**config.mk**
```make
export PLATFORM = sky130hd
export DESIGN_NAME = uart_tx_fifo
export DESIGN_NICKNAME = d
export VERILOG_FILES = /design/src/rtl/uart_tx_fifo.sv
export SDC_FILE = /design/constraint.sdc
export NUM_CORES = 1
export LEC_CHECK = 0
export ABC_AREA = 1
export BUFFER_PORTS_ARGS = -buffer_cell sky130_fd_sc_hd__buf_4
export CORE_MARGIN = 2
export CORE_UTILIZATION = 45
export CTS_CLUSTER_DIAMETER = 60
export DETAILED_ROUTE_END_ITERATION = 8
export GPL_TIMING_DRIVEN = 0
export PLACE_DENSITY = 0.66
export SETUP_SLACK_MARGIN = 0.5
export SKIP_LAST_GASP = 1
export SYNTH_ARGS = -nofsm -noshare
export SYNTH_HDL_FRONTEND = slang
export SYNTH_SLANG_ARGS = --single-unit
```
**constraint.sdc**
```tcl
create_clock -name clk -period 6.5 [get_ports clk]
set_input_delay 0.975 -clock clk [delete_from_list [all_inputs] [get_ports clk]]
set_output_delay 0.975 -clock clk [all_outputs]
set_load 0.005 [all_outputs]
```
**src/rtl/uart_tx_fifo.sv**
```systemverilog
// uart_tx_fifo
//   First-word-fall-through byte FIFO that feeds the UART transmitter.
//   A producer pushes bytes with an active-low write strobe. The head byte is
//   always visible on data while n_cs is low, and the transmitter pops it by
//   pulling n_rd low on the same edge on which it latches data.
//
// Handshake: a push happens on an edge where n_we == 0 and the FIFO is not
//   full. A pop happens on an edge where n_cs == 0 and n_rd == 0. Both
//   decisions use the pre-edge occupancy, so a write while full is rejected
//   even if a pop frees a slot on that same edge.
//
// Ports:
//   clk     in   system clock, rising edge
//   rst     in   asynchronous reset, active-high
//   n_we    in   write strobe, active-low
//   wdata   in   [DW-1:0] write data
//   n_full  out  low = full, writes ignored
//   n_cs    out  low = head byte valid (non-empty)
//   data    out  [DW-1:0] head-of-FIFO byte
//   n_rd    in   consumer ready/latch, active-low
//   count   out  [AW:0] occupancy 0..2**AW
//   ovf     out  sticky flag: write attempted while full
module uart_tx_fifo #(
  parameter int AW = 4,
  parameter int DW = 8
) (
  input  logic          clk,
  input  logic          rst,
  input  logic          n_we,
  input  logic [DW-1:0] wdata,
  output logic          n_full,
  output logic          n_cs,
  output logic [DW-1:0] data,
  input  logic          n_rd,
  output logic [AW:0]   count,
  output logic          ovf
);

  localparam int          DEPTH      = 1 << AW;
  localparam logic [AW:0] FULL_COUNT = {1'b1, {AW{1'b0}}};
  localparam logic [AW:0] ONE        = {{AW{1'b0}}, 1'b1};

  logic [DW-1:0] mem [DEPTH];
  logic [AW:0]   wr_ptr;
  logic [AW:0]   rd_ptr;
  logic          is_full;
  logic          is_empty;
  logic          push;
  logic          pop;

  // Flags come from the registered count only, never from the pointers.
  assign is_full  = (count == FULL_COUNT);
  assign is_empty = (count == '0);
  assign n_full   = ~is_full;
  assign n_cs     = is_empty;

  assign push = ~n_we & ~is_full;
  assign pop  = ~is_empty & ~n_rd;

  // Fall-through read: the head is driven straight from the array.
  assign data = mem[rd_ptr[AW-1:0]];

  // Storage has no reset; stale contents are hidden behind n_cs.
  always_ff @(posedge clk) begin
    if (push) begin
      mem[wr_ptr[AW-1:0]] <= wdata;
    end
  end

  // Pointers carry one extra bit and wrap naturally modulo 2**(AW+1).
  always_ff @(posedge clk or posedge rst) begin
    if (rst) begin
      wr_ptr <= '0;
      rd_ptr <= '0;
      count  <= '0;
      ovf    <= 1'b0;
    end else begin
      if (push) begin
        wr_ptr <= wr_ptr + ONE;
      end
      if (pop) begin
        rd_ptr <= rd_ptr + ONE;
      end
      if (push && !pop) begin
        count <= count + ONE;
      end else if (pop && !push) begin
        count <= count - ONE;
      end
      if (!n_we && is_full) begin
        ovf <= 1'b1;
      end
    end
  end

endmodule

```
Yosys cells after proc, flatten, opt, wreduce, memory -nomap -nowiden
Memories as Yosys holds them, arrays and structs flattened.
Cells that the tools add are included.
Storage, ports and cells
  bits in registers: 16
  memory bits (writable): 128
  input bits: 12
  output and inout bits: 16
  word-level logic and storage cells: 28
  memories kept: 1
Memory list
  mem: words 16, width 8, read ports 1, clocked after Yosys merged registers in 0, wr ports 1, line 43  | logic [DW-1:0] mem [DEPTH];
Cells by class
  add/subtract/negate cells: 4
  equality and inequality tests: 1
  mux-type cells: 4
  bitwise gates (word level): 6
  reductions and logical operators: 8
Operators by type and width (number)
  $add 5x1->5 const B: 3
  $mux 5: 2
  $eq 5x5->1 const B: 1
  $logic_not 5->1: 1
  $sub 5x1->5 const B: 1
  $not 1->1: 4
  $logic_and 1x1->1: 3
  $logic_not 1->1: 3
  $and 1x1->1: 2
  $mux 1: 2
  $reduce_bool 2->1: 1

Depth between registers and ports, before layout
Gate-level depths: netlist of the first run.
  depth in word-level cells: 7
  depth in mapped cells: 15

Worst setup path after synthesis of the first run
OpenSTA, ideal clock, no wires.
  path kind: input -> register
  start point: input n_we
  end point: register count[4]
  data arrival time: 2334 ps
  slack: 4050 ps
  stages on the path: 14
  buffers on the path: 0
  cells stage by stage: inv_1 nand2_1 inv_1 ha_1 inv_1 ha_1 nand2_1 nand2_1 inv_1 nand2_1 nand2_1 nand2_1 nand2_1 nand2_1
Between the ends
  longest elaborated chain between the ends: 5
  elaborated cells on any way between the ends: 7
  those cells by class: 1 x mux; 2 x bitwise; 4 x reduce/logical
RTL lines
  from (decl): line 29  | input logic n_we,
  $not 1->1 *: line 57  | assign push = ~n_we & ~is_full;
  $and 1x1->1 *: line 57
  named net push: line 48  | logic push;
  $logic_not 1->1: line 86  | end else if (pop && !push) begin
  $logic_and 1x1->1: line 86
  $reduce_bool 2->1 (no source line)
  to (signal assigned): line 85  | count <= count + ONE;
  to (signal assigned): line 87  | count <= count - ONE;
  to (decl): line 35  | output logic [AW:0] count,
The timed path passes the listed nets; every way through them passes the cells marked *.
A chain may end at the register's enable or synchronous reset.

Final worst setup path of the first run
  start point: register rd_ptr[0]
  end point: output data[0]
Between the ends
  longest elaborated chain between the ends: 1
RTL lines
  from (decl): line 45  | logic [AW:0] rd_ptr;
  from (signal assigned): line 82  | rd_ptr <= rd_ptr + ONE;
  $mem_v2 16x8
  to (decl): line 33  | output logic [DW-1:0] data,
No other way between the ends.

==> impl_results.html, run 1 <==
<table>
<tr><th>Metric</th><th>Value</th></tr>
<tr><th colspan="2">Timing</th></tr>
<tr><td>Ratio of final minimum period to clock period</td><td>0.473</td></tr>
<tr><td>Unrepaired setup endpoints after global routing</td><td>no</td></tr>
<tr><td>Accumulated negative setup slack</td><td>0 ns</td></tr>
<tr><td>Final clock skew</td><td>0.00859 ns</td></tr>
<tr><td>Final Hold Viols</td><td>0</td></tr>
<tr><td>Worst hold slack</td><td>0.490 ns</td></tr>
<tr><td>Count of final max-slew check failures</td><td>0</td></tr>
<tr><td>Total of endpoints with negative setup slack in the final report</td><td>0</td></tr>
<tr><td>Maximum clock frequency</td><td>326 MHz</td></tr>
<tr><td>Relative slew slack</td><td>0.449</td></tr>
<tr><td>Final period demand of the worst path</td><td>3.07 ns</td></tr>
<tr><td>Pin slew with the least headroom to its limit</td><td>0.824 ns</td></tr>
<tr><th colspan="2">Synth</th></tr>
<tr><td>Number of synthesized register bits</td><td>142</td></tr>
<tr><td>Multiplexer fraction of the synthesized cell area</td><td>0</td></tr>
<tr><td>Most used flip-flop cell after synthesis</td><td>edfxtp_1</td></tr>
<tr><td>Post-synthesis async set-or-reset flop share</td><td>0.0986</td></tr>
<tr><td>Synthesized area</td><td>6300 um2</td></tr>
<tr><td>Synthesized-area fraction occupied by adder cells</td><td>0.0230</td></tr>
<tr><td>Synthesized net count</td><td>650</td></tr>
<tr><td>XOR/XNOR share of the synthesized area</td><td>0.0139</td></tr>
<tr><td>Warnings from Yosys</td><td>0</td></tr>
<tr><td>Post-synthesis sequential area ratio</td><td>0.666</td></tr>
<tr><td>Number of enable flip-flop cells after synthesis</td><td>128</td></tr>
<tr><td>Number of cells produced by synthesis</td><td>627</td></tr>
<tr><td>Combinational family with the most area after synthesis</td><td>simple AND/OR/NAND/NOR gates</td></tr>
<tr><td>Synthesized area per cell</td><td>10.0 um2</td></tr>
<tr><td>Synth Area in Compound Gates</td><td>0.00516</td></tr>
<tr><td>Simple-gate share of the synthesized area</td><td>0.231</td></tr>
<tr><td>Netlist cell types</td><td>21</td></tr>
<tr><th colspan="2">Power and ir drop</th></tr>
<tr><td>VDD IR max</td><td>0.000262 V</td></tr>
<tr><td>Int Power</td><td>0.00208 W</td></tr>
<tr><td>Clock network fraction of design power</td><td>0.277</td></tr>
<tr><td>Leakage</td><td>3.13 nW</td></tr>
<tr><td>Sequential fraction of design power</td><td>0.360</td></tr>
<tr><td>Switching fraction of total power</td><td>0.364</td></tr>
<tr><td>Share of total power in combinational logic</td><td>0.363</td></tr>
<tr><td>Areal power density over the cells</td><td>450 nW/um2</td></tr>
<tr><td>Sw Pwr</td><td>0.00119 W</td></tr>
<tr><th colspan="2">Clock network</th></tr>
<tr><td>Clock-pin slew reported for the worst setup and hold paths after clock tree synthesis</td><td>0.06 ns</td></tr>
<tr><td>CTS root buffer</td><td>clkbuf_16</td></tr>
<tr><td>Clock tree from TritonCTS</td><td>built</td></tr>
<tr><td>Number of clock sinks</td><td>142</td></tr>
<tr><td>Clock Tree Buf Depth</td><td>2</td></tr>
<tr><td>H-tree level count</td><td>4</td></tr>
<tr><td>Number of buffers inserted for hold repair after clock tree synthesis</td><td>0</td></tr>
<tr><td>Worst-Skew Late Latency</td><td>0.41 ns</td></tr>
<tr><td>PostCTS Resize Cnt</td><td>0</td></tr>
<tr><td>Count of buffers added by post-CTS timing repair for setup</td><td>0</td></tr>
<tr><td>Total clock buffers created by CTS</td><td>17</td></tr>
<tr><th colspan="2">Floorplan</th></tr>
<tr><td>Starting utilization of the core area</td><td>0.457</td></tr>
<tr><td>Vertical extent of the die</td><td>122 um</td></tr>
<tr><td>Num rows</td><td>43</td></tr>
<tr><td>Count of pins on the block boundary</td><td>28</td></tr>
<tr><td>Core outline area</td><td>13800 um2</td></tr>
<tr><td>Die area</td><td>15000 um2</td></tr>
<tr><td>X dimension of the die</td><td>122 um</td></tr>
<tr><th colspan="2">Finish</th></tr>
<tr><td>Area of the multi-input gates</td><td>1720 um2</td></tr>
<tr><td>Number of fill cells</td><td>1234</td></tr>
<tr><td>Area growth from synthesis to layout</td><td>15.6%</td></tr>
<tr><td>Most common library cell in the layout ignoring fill and taps</td><td>nand2_1</td></tr>
<tr><td>Area of all sequential standard cells</td><td>4190 um2</td></tr>
<tr><td>Commonest cells after routing, fill and taps aside</td><td>nand2_1 (239), edfxtp_1 (128), inv_1 (70)</td></tr>
<tr><td>Number of non-filler instances in the completed layout</td><td>866</td></tr>
<tr><td># diodes</td><td>0</td></tr>
<tr><td>Post-layout net count</td><td>696</td></tr>
<tr><td>Proportion of layout cells with a drive suffix above 1</td><td>0.109</td></tr>
<tr><th colspan="2">Global routing</th></tr>
<tr><td>Overflow left after global routing</td><td>0</td></tr>
<tr><td>Maximum number of pins on one net before global-route repair</td><td>17</td></tr>
<tr><td>Vias in the first global route</td><td>4017</td></tr>
<tr><td>Wire length of the first global-routing pass</td><td>22000 um</td></tr>
<tr><td>Initial antenna violation count</td><td>0</td></tr>
<tr><td>GRT Resource Usage Total</td><td>0.203</td></tr>
<tr><th colspan="2">Routing</th></tr>
<tr><td>Detail Route Antenna Nets</td><td>0</td></tr>
<tr><td>Number of violations reported at the end of detailed-routing iteration 0</td><td>368</td></tr>
<tr><td>Detail-routed via count per cell</td><td>4.91</td></tr>
<tr><td>DRC violation count after routing</td><td>0</td></tr>
<tr><td>Routed len/inst</td><td>16.2 um</td></tr>
<tr><td>Total via count in the routed design</td><td>4249</td></tr>
<tr><td>Iteration count of the initial detailed-routing pass</td><td>5</td></tr>
<tr><td>Aggregate routed wire length</td><td>14000 um</td></tr>
<tr><th colspan="2">Placed design</th></tr>
<tr><td>Routability cong.</td><td>0.857</td></tr>
<tr><td>I/O Buffers</td><td>27</td></tr>
<tr><td>Number of cells after detailed placement</td><td>834</td></tr>
<tr><td>Post-detailed-placement half-perimeter wirelength</td><td>9620 um</td></tr>
<tr><th colspan="2">Worst setup path</th></tr>
<tr><td>Category of the worst setup path capture point</td><td>output pin</td></tr>
<tr><td>Worst Setup Start Kind</td><td>flip-flop</td></tr>
<tr><td>Required arrival time at the worst endpoint</td><td>5.52 ns</td></tr>
<tr><td>Data arrival, critical path</td><td>2.10 ns</td></tr>
<tr><td>Maximum fanout count along the critical path</td><td>10</td></tr>
<tr><td>Setup CP Type</td><td>reg -&gt; out</td></tr>
<tr><th colspan="2">Min path</th></tr>
<tr><td>Worst min path class</td><td>reg -&gt; reg</td></tr>
<tr><th colspan="2">Outcome</th></tr>
<tr><td>Run status</td><td>completed</td></tr>
<tr><th colspan="2">Job</th></tr>
<tr><td>Max capacitance violation total</td><td>0</td></tr>
</table>
[metal layers]
layer | vias up | track usage | wire length [um]
met3 | 28 | 0.0455 | 863
met4 | 0 | 0.106 | 479
li1 | 2095 | - | -
met1 | 1982 | 0.265 | 6020
met5 | - | 0 | 0
met2 | 144 | 0.318 | 6650
[layout make-up]
class,instances,share of cell area
sequential,142,0.576
multi-input combinational,391,0.236
clock buffer,18,0.0589
inverter,73,0.0376
tap,180,0.0309
timing repair buffer,27,0.0278
clock inverter,14,0.0174
buffer,21,0.0151
[state kept, by name, indices dropped and copies added (netlist names)]
signal,flops
count,5
ovf,1
mem,128
wr_ptr,4
rd_ptr,4
[worst paths after layout]
kind	to	slack, ns	cells past startpoint	startpoint
worst min register to register	ovf	0.49	1	ovf
worst max register to register	count[4]	4.08	15	count[2]
worst max-delay path	data[0]	3.43	8	rd_ptr[0]
min in group asynchronous	count[1]	0.63	2	rst
worst min-delay path	ovf	0.49	1	ovf
max in group asynchronous	wr_ptr[0]	5.49	2	rst
[kinds of logic after synthesis]
| family | after synthesis |
|---|---|
| simple gates | 364 |
| flops | 142 |
| buf+inv | 94 |
| fa+ha+maj | 11 |
| xor+xnor | 10 |
| compound gates | 6 |
[worst max-delay path, stage by stage (launching register included)]
cell and delay, ns:
dfrtp_1 0.35, buf_2 0.20, clkbuf_1 0.42, nand2_1 0.11, nand3_1 0.10, nand3_1 0.17
nand2_1 0.14, nand2_1 0.06, buf_4 0.13
[per-stage QoR]
stage                     total power (W)  worst slack, ns  utilization  area, um2
after global placement            0.00235             3.73        0.488       6730
after global routing              0.00347             3.28        0.529       7280
final                             0.00327             3.43        0.529       7280
after detailed placement          0.00238             3.68        0.488       6730
after floorplan                   0.00194             4.05            -       6300
after CTS                         0.00328             3.41        0.529       7280
[power by group through the flow]
| stage | clock network (W) | logic, W | registers, W |
|---|---|---|---|
| global route | 0.000951 | 0.00133 | 0.00119 |
| global placement | 0 | 0.00116 | 0.00119 |
| floorplan | 0 | 0.000752 | 0.00118 |
| detailed placement | 0 | 0.00118 | 0.00120 |
| CTS | 0.000913 | 0.00119 | 0.00118 |
| finish | 0.000906 | 0.00119 | 0.00118 |
[synth_stat cells, types with 3 or more instances]
library cell	instances	area, um2
nand2_1	239	897
edfxtp_1	128	3840
inv_1	70	263
nor2_1	66	248
nand3_1	52	260
dfrtp_1	14	350
buf_2	13	65.1
ha_1	10	125
xor2_1	6	52.6
clkbuf_1	5	18.8
o21ai_0	5	25.0
xnor2_1	4	35.0
inv_2	3	11.3
nand4_1	3	18.8
Note: power is estimated with default switching activity, not from simulation.
==> run 2, diff against run 1 <==
Settings changed: PLACE_DENSITY 0.66 to 0.69.
Clock period 6.5 ns to 2.79 ns, I/O delays scaled along.
==> impl_results.html, run 2 (synthesized netlist as in run 1, its figures left out) <==
<table>
<tr><th>Metric</th><th>Value</th></tr>
<tr><th colspan="2">Outcome</th></tr>
<tr><td>Run status</td><td>completed</td></tr>
<tr><th colspan="2">Timing</th></tr>
<tr><td>Relative slew slack</td><td>0.475 (+0.0261)</td></tr>
<tr><td>Pin slew with the least headroom to its limit</td><td>0.784 ns (-0.0390 ns)</td></tr>
<tr><td>Accumulated negative setup slack</td><td>0 ns (unchanged)</td></tr>
<tr><td>Unrepaired setup endpoints after global routing</td><td>yes</td></tr>
<tr><td>Maximum clock frequency</td><td>439 MHz</td></tr>
<tr><td>Worst hold slack</td><td>0.0774 ns (-0.412 ns)</td></tr>
<tr><td>Final period demand of the worst path</td><td>2.28 ns</td></tr>
<tr><td>Final clock skew</td><td>0.00716 ns (-0.00143 ns)</td></tr>
<tr><td>Ratio of final minimum period to clock period</td><td>0.816</td></tr>
<tr><td>Count of final max-slew check failures</td><td>0 (unchanged)</td></tr>
<tr><td>Total of endpoints with negative setup slack in the final report</td><td>0 (unchanged)</td></tr>
<tr><td>Final Hold Viols</td><td>0 (unchanged)</td></tr>
<tr><th colspan="2">Worst setup path</th></tr>
<tr><td>Required arrival time at the worst endpoint</td><td>2.37 ns (-3.15 ns)</td></tr>
<tr><td>Worst Setup Start Kind</td><td>flip-flop</td></tr>
<tr><td>Chain of cells forming the critical path</td><td>buf_4 &gt; buf_2 &gt; nor2_1 &gt; nor2_2 &gt; nor2_1 &gt; nand2_1 &gt; nand2_1 &gt; buf_4</td></tr>
<tr><td>Category of the worst setup path capture point</td><td>output pin</td></tr>
<tr><td>Master of the slowest instance on the critical path</td><td>dfrtp_1</td></tr>
<tr><td>Delay of the slowest cell on the worst path</td><td>0.41 ns (about the same)</td></tr>
<tr><td>Maximum fanout count along the critical path</td><td>10 (unchanged)</td></tr>
<tr><td>Data arrival, critical path</td><td>1.86 ns (-0.24 ns)</td></tr>
<tr><td>Setup CP Type</td><td>reg -&gt; out</td></tr>
<tr><th colspan="2">Job</th></tr>
<tr><td>Max capacitance violation total</td><td>0 (unchanged)</td></tr>
<tr><th colspan="2">Floorplan</th></tr>
<tr><td>X dimension of the die</td><td>122 um (unchanged)</td></tr>
<tr><td>Count of pins on the block boundary</td><td>28 (unchanged)</td></tr>
<tr><td>Starting utilization of the core area</td><td>0.457 (unchanged)</td></tr>
<tr><td>Core outline area</td><td>13800 um2 (unchanged)</td></tr>
<tr><td>Num rows</td><td>43 (unchanged)</td></tr>
<tr><td>Die area</td><td>15000 um2 (unchanged)</td></tr>
<tr><td>Vertical extent of the die</td><td>122 um (unchanged)</td></tr>
<tr><th colspan="2">Routing</th></tr>
<tr><td>Detail-routed via count per cell</td><td>5.06 (+3.1%)</td></tr>
<tr><td>DRC violation count after routing</td><td>0 (unchanged)</td></tr>
<tr><td>Detail Route Antenna Nets</td><td>0 (unchanged)</td></tr>
<tr><td>Routed len/inst</td><td>16.5 um (+2.0%)</td></tr>
<tr><td>Iteration count of the initial detailed-routing pass</td><td>5 (unchanged)</td></tr>
<tr><td>Total via count in the routed design</td><td>4462 (+5.0%)</td></tr>
<tr><td>Number of violations reported at the end of detailed-routing iteration 0</td><td>452 (+23%)</td></tr>
<tr><td>Aggregate routed wire length</td><td>14600 um (+3.9%)</td></tr>
<tr><th colspan="2">Power and ir drop</th></tr>
<tr><td>VDD IR max</td><td>0.000542 V (+110%)</td></tr>
<tr><td>Share of total power in combinational logic</td><td>0.401 (+0.038)</td></tr>
<tr><td>Areal power density over the cells</td><td>1080 nW/um2 (+140%)</td></tr>
<tr><td>Leakage</td><td>3.30 nW (+5.6%)</td></tr>
<tr><td>Sequential fraction of design power</td><td>0.329 (-0.031)</td></tr>
<tr><td>Int Power</td><td>0.00542 W (+160%)</td></tr>
<tr><td>Clock network fraction of design power</td><td>0.270 (-0.007)</td></tr>
<tr><td>Switching fraction of total power</td><td>0.356 (-0.00819)</td></tr>
<tr><td>Sw Pwr</td><td>0.00299 W (+150%)</td></tr>
<tr><th colspan="2">Clock network</th></tr>
<tr><td>H-tree level count</td><td>4 (unchanged)</td></tr>
<tr><td>Clock tree from TritonCTS</td><td>built</td></tr>
<tr><td>Worst-Skew Late Latency</td><td>0.42 ns (about the same)</td></tr>
<tr><td>Clock Tree Buf Depth</td><td>2 (unchanged)</td></tr>
<tr><td>Total clock buffers created by CTS</td><td>17 (unchanged)</td></tr>
<tr><td>Number of buffers inserted for hold repair after clock tree synthesis</td><td>0 (unchanged)</td></tr>
<tr><td>Clock-pin slew reported for the worst setup and hold paths after clock tree synthesis</td><td>0.06 ns (about the same)</td></tr>
<tr><td>Number of clock sinks</td><td>142 (unchanged)</td></tr>
<tr><td>CTS root buffer</td><td>clkbuf_16</td></tr>
<tr><th colspan="2">Placed design</th></tr>
<tr><td>Post-detailed-placement half-perimeter wirelength</td><td>9460 um (-1.7%)</td></tr>
<tr><td>I/O Buffers</td><td>27 (unchanged)</td></tr>
<tr><td>Routability cong.</td><td>0.881 (+2.9%)</td></tr>
<tr><th colspan="2">Global routing</th></tr>
<tr><td>Initial antenna violation count</td><td>0 (unchanged)</td></tr>
<tr><td>Maximum number of pins on one net before global-route repair</td><td>17 (unchanged)</td></tr>
<tr><td>GRT Resource Usage Total</td><td>0.203 (+0.000621)</td></tr>
<tr><td>Wire length of the first global-routing pass</td><td>22000 um (+0.35%)</td></tr>
<tr><td>Vias in the first global route</td><td>4175 (+3.9%)</td></tr>
<tr><td>Overflow left after global routing</td><td>0 (unchanged)</td></tr>
<tr><th colspan="2">Finish</th></tr>
<tr><td>Max FFs per register</td><td>128 (unchanged)</td></tr>
<tr><td>Area growth from synthesis to layout</td><td>23.5%</td></tr>
<tr><td># diodes</td><td>0 (unchanged)</td></tr>
<tr><td>Proportion of layout cells with a drive suffix above 1</td><td>0.229 (+0.120)</td></tr>
<tr><td>Number of fill cells</td><td>1184 (-4.1%)</td></tr>
<tr><td>Core Util, Final</td><td>0.565 (+0.0360)</td></tr>
<tr><td>Most common library cell in the layout ignoring fill and taps</td><td>nand2_1</td></tr>
<tr><td>Commonest cells after routing, fill and taps aside</td><td>nand2_1 (209), edfxtp_1 (128), inv_1 (67)</td></tr>
<tr><td>Post-layout net count</td><td>713 (+2.4%)</td></tr>
<tr><th colspan="2">Min path</th></tr>
<tr><td>Worst min path class</td><td>in -&gt; async</td></tr>
</table>
[run 2: cell count changes in the layout (fill, tap and decap cells not counted), sizes merged]
cell      previous run  this run
clkinvlp             5         1
buf                 43        61
clkbuf              23        25
clkinv               7         6
inv                 73        72
bufinv               2         4
[run 2: final cells by class]
cell class	instances	area [um2]	area share
timing repair buffer	44	350	0.0450
clock inverter	10	145	0.0187
tap	180	225	0.0290
multi-input combinational	391	1940	0.250
sequential	142	4200	0.540
clock buffer	21	440	0.0566
buffer	21	189	0.0243
inverter	73	290	0.0373
[run 2: metal layers]
layer | up-vias | GRT usage | part of all wire
met5 | - | 0 | 0
met4 | 0 | 0.0920 | 0.027
met3 | 27 | 0.0507 | 0.069
met2 | 183 | 0.325 | 0.48
met1 | 2117 | 0.263 | 0.42
li1 | 2135 | - | -
[run 2: path summary, 6_finish.rpt]
kind / from / endpoint / slack (ns) / cells after the start
setup / recovery: rd_ptr[0] / data[6] / 0.51 / 8
hold / removal: rst / count[2] / 0.08 / 2
setup reg to reg: count[2] / count[4] / 0.67 / 12
hold reg to reg: ovf / ovf / 0.49 / 1
max in group asynchronous: rst / rd_ptr[2] / 2.27 / 2
min in group clk: n_we / ovf / 0.19 / 2
[run 2: power groups by stage]
stage	Combinational [W]	Clock, W	Sequential (W)
3_5_place_dp	0.00270	0	0.00279
4_1_cts	0.00289	0.00230	0.00275
5_1_grt	0.00368	0.00239	0.00280
6_report	0.00338	0.00227	0.00277
3_3_place_gp	0.00263	0	0.00278
2_1_floorplan	0.00175	0	0.00276
[run 2: through the flow]
stage | cells | cell area [um2] | power, W | setup slack, ns
final | 882 | 7780 | 0.00841 | 0.512
after global routing | 882 | 7780 | 0.00887 | 0.451
after CTS | 872 | 7440 | 0.00794 | 0.501
after detailed placement | 834 | 6730 | 0.00550 | 0.349
after global placement | 834 | 6730 | 0.00541 | 0.443
after floorplan | 627 | 6300 | 0.00451 | 0.656
[run 2: worst max-delay path, delay by kind of cell (launching register included)]
kind,cells,cell delay [ns]
simple gates,5,0.56
flops,1,0.41
buf+inv,3,0.47
[run 2: repair_timing]
item / in CTS / in global routing
pin swaps: 6 / 33
gates resized for setup: 30 / 83
cloned: 0 / 1
setup buffers: 7 / 9
setup endpoints to repair: 51 / 25
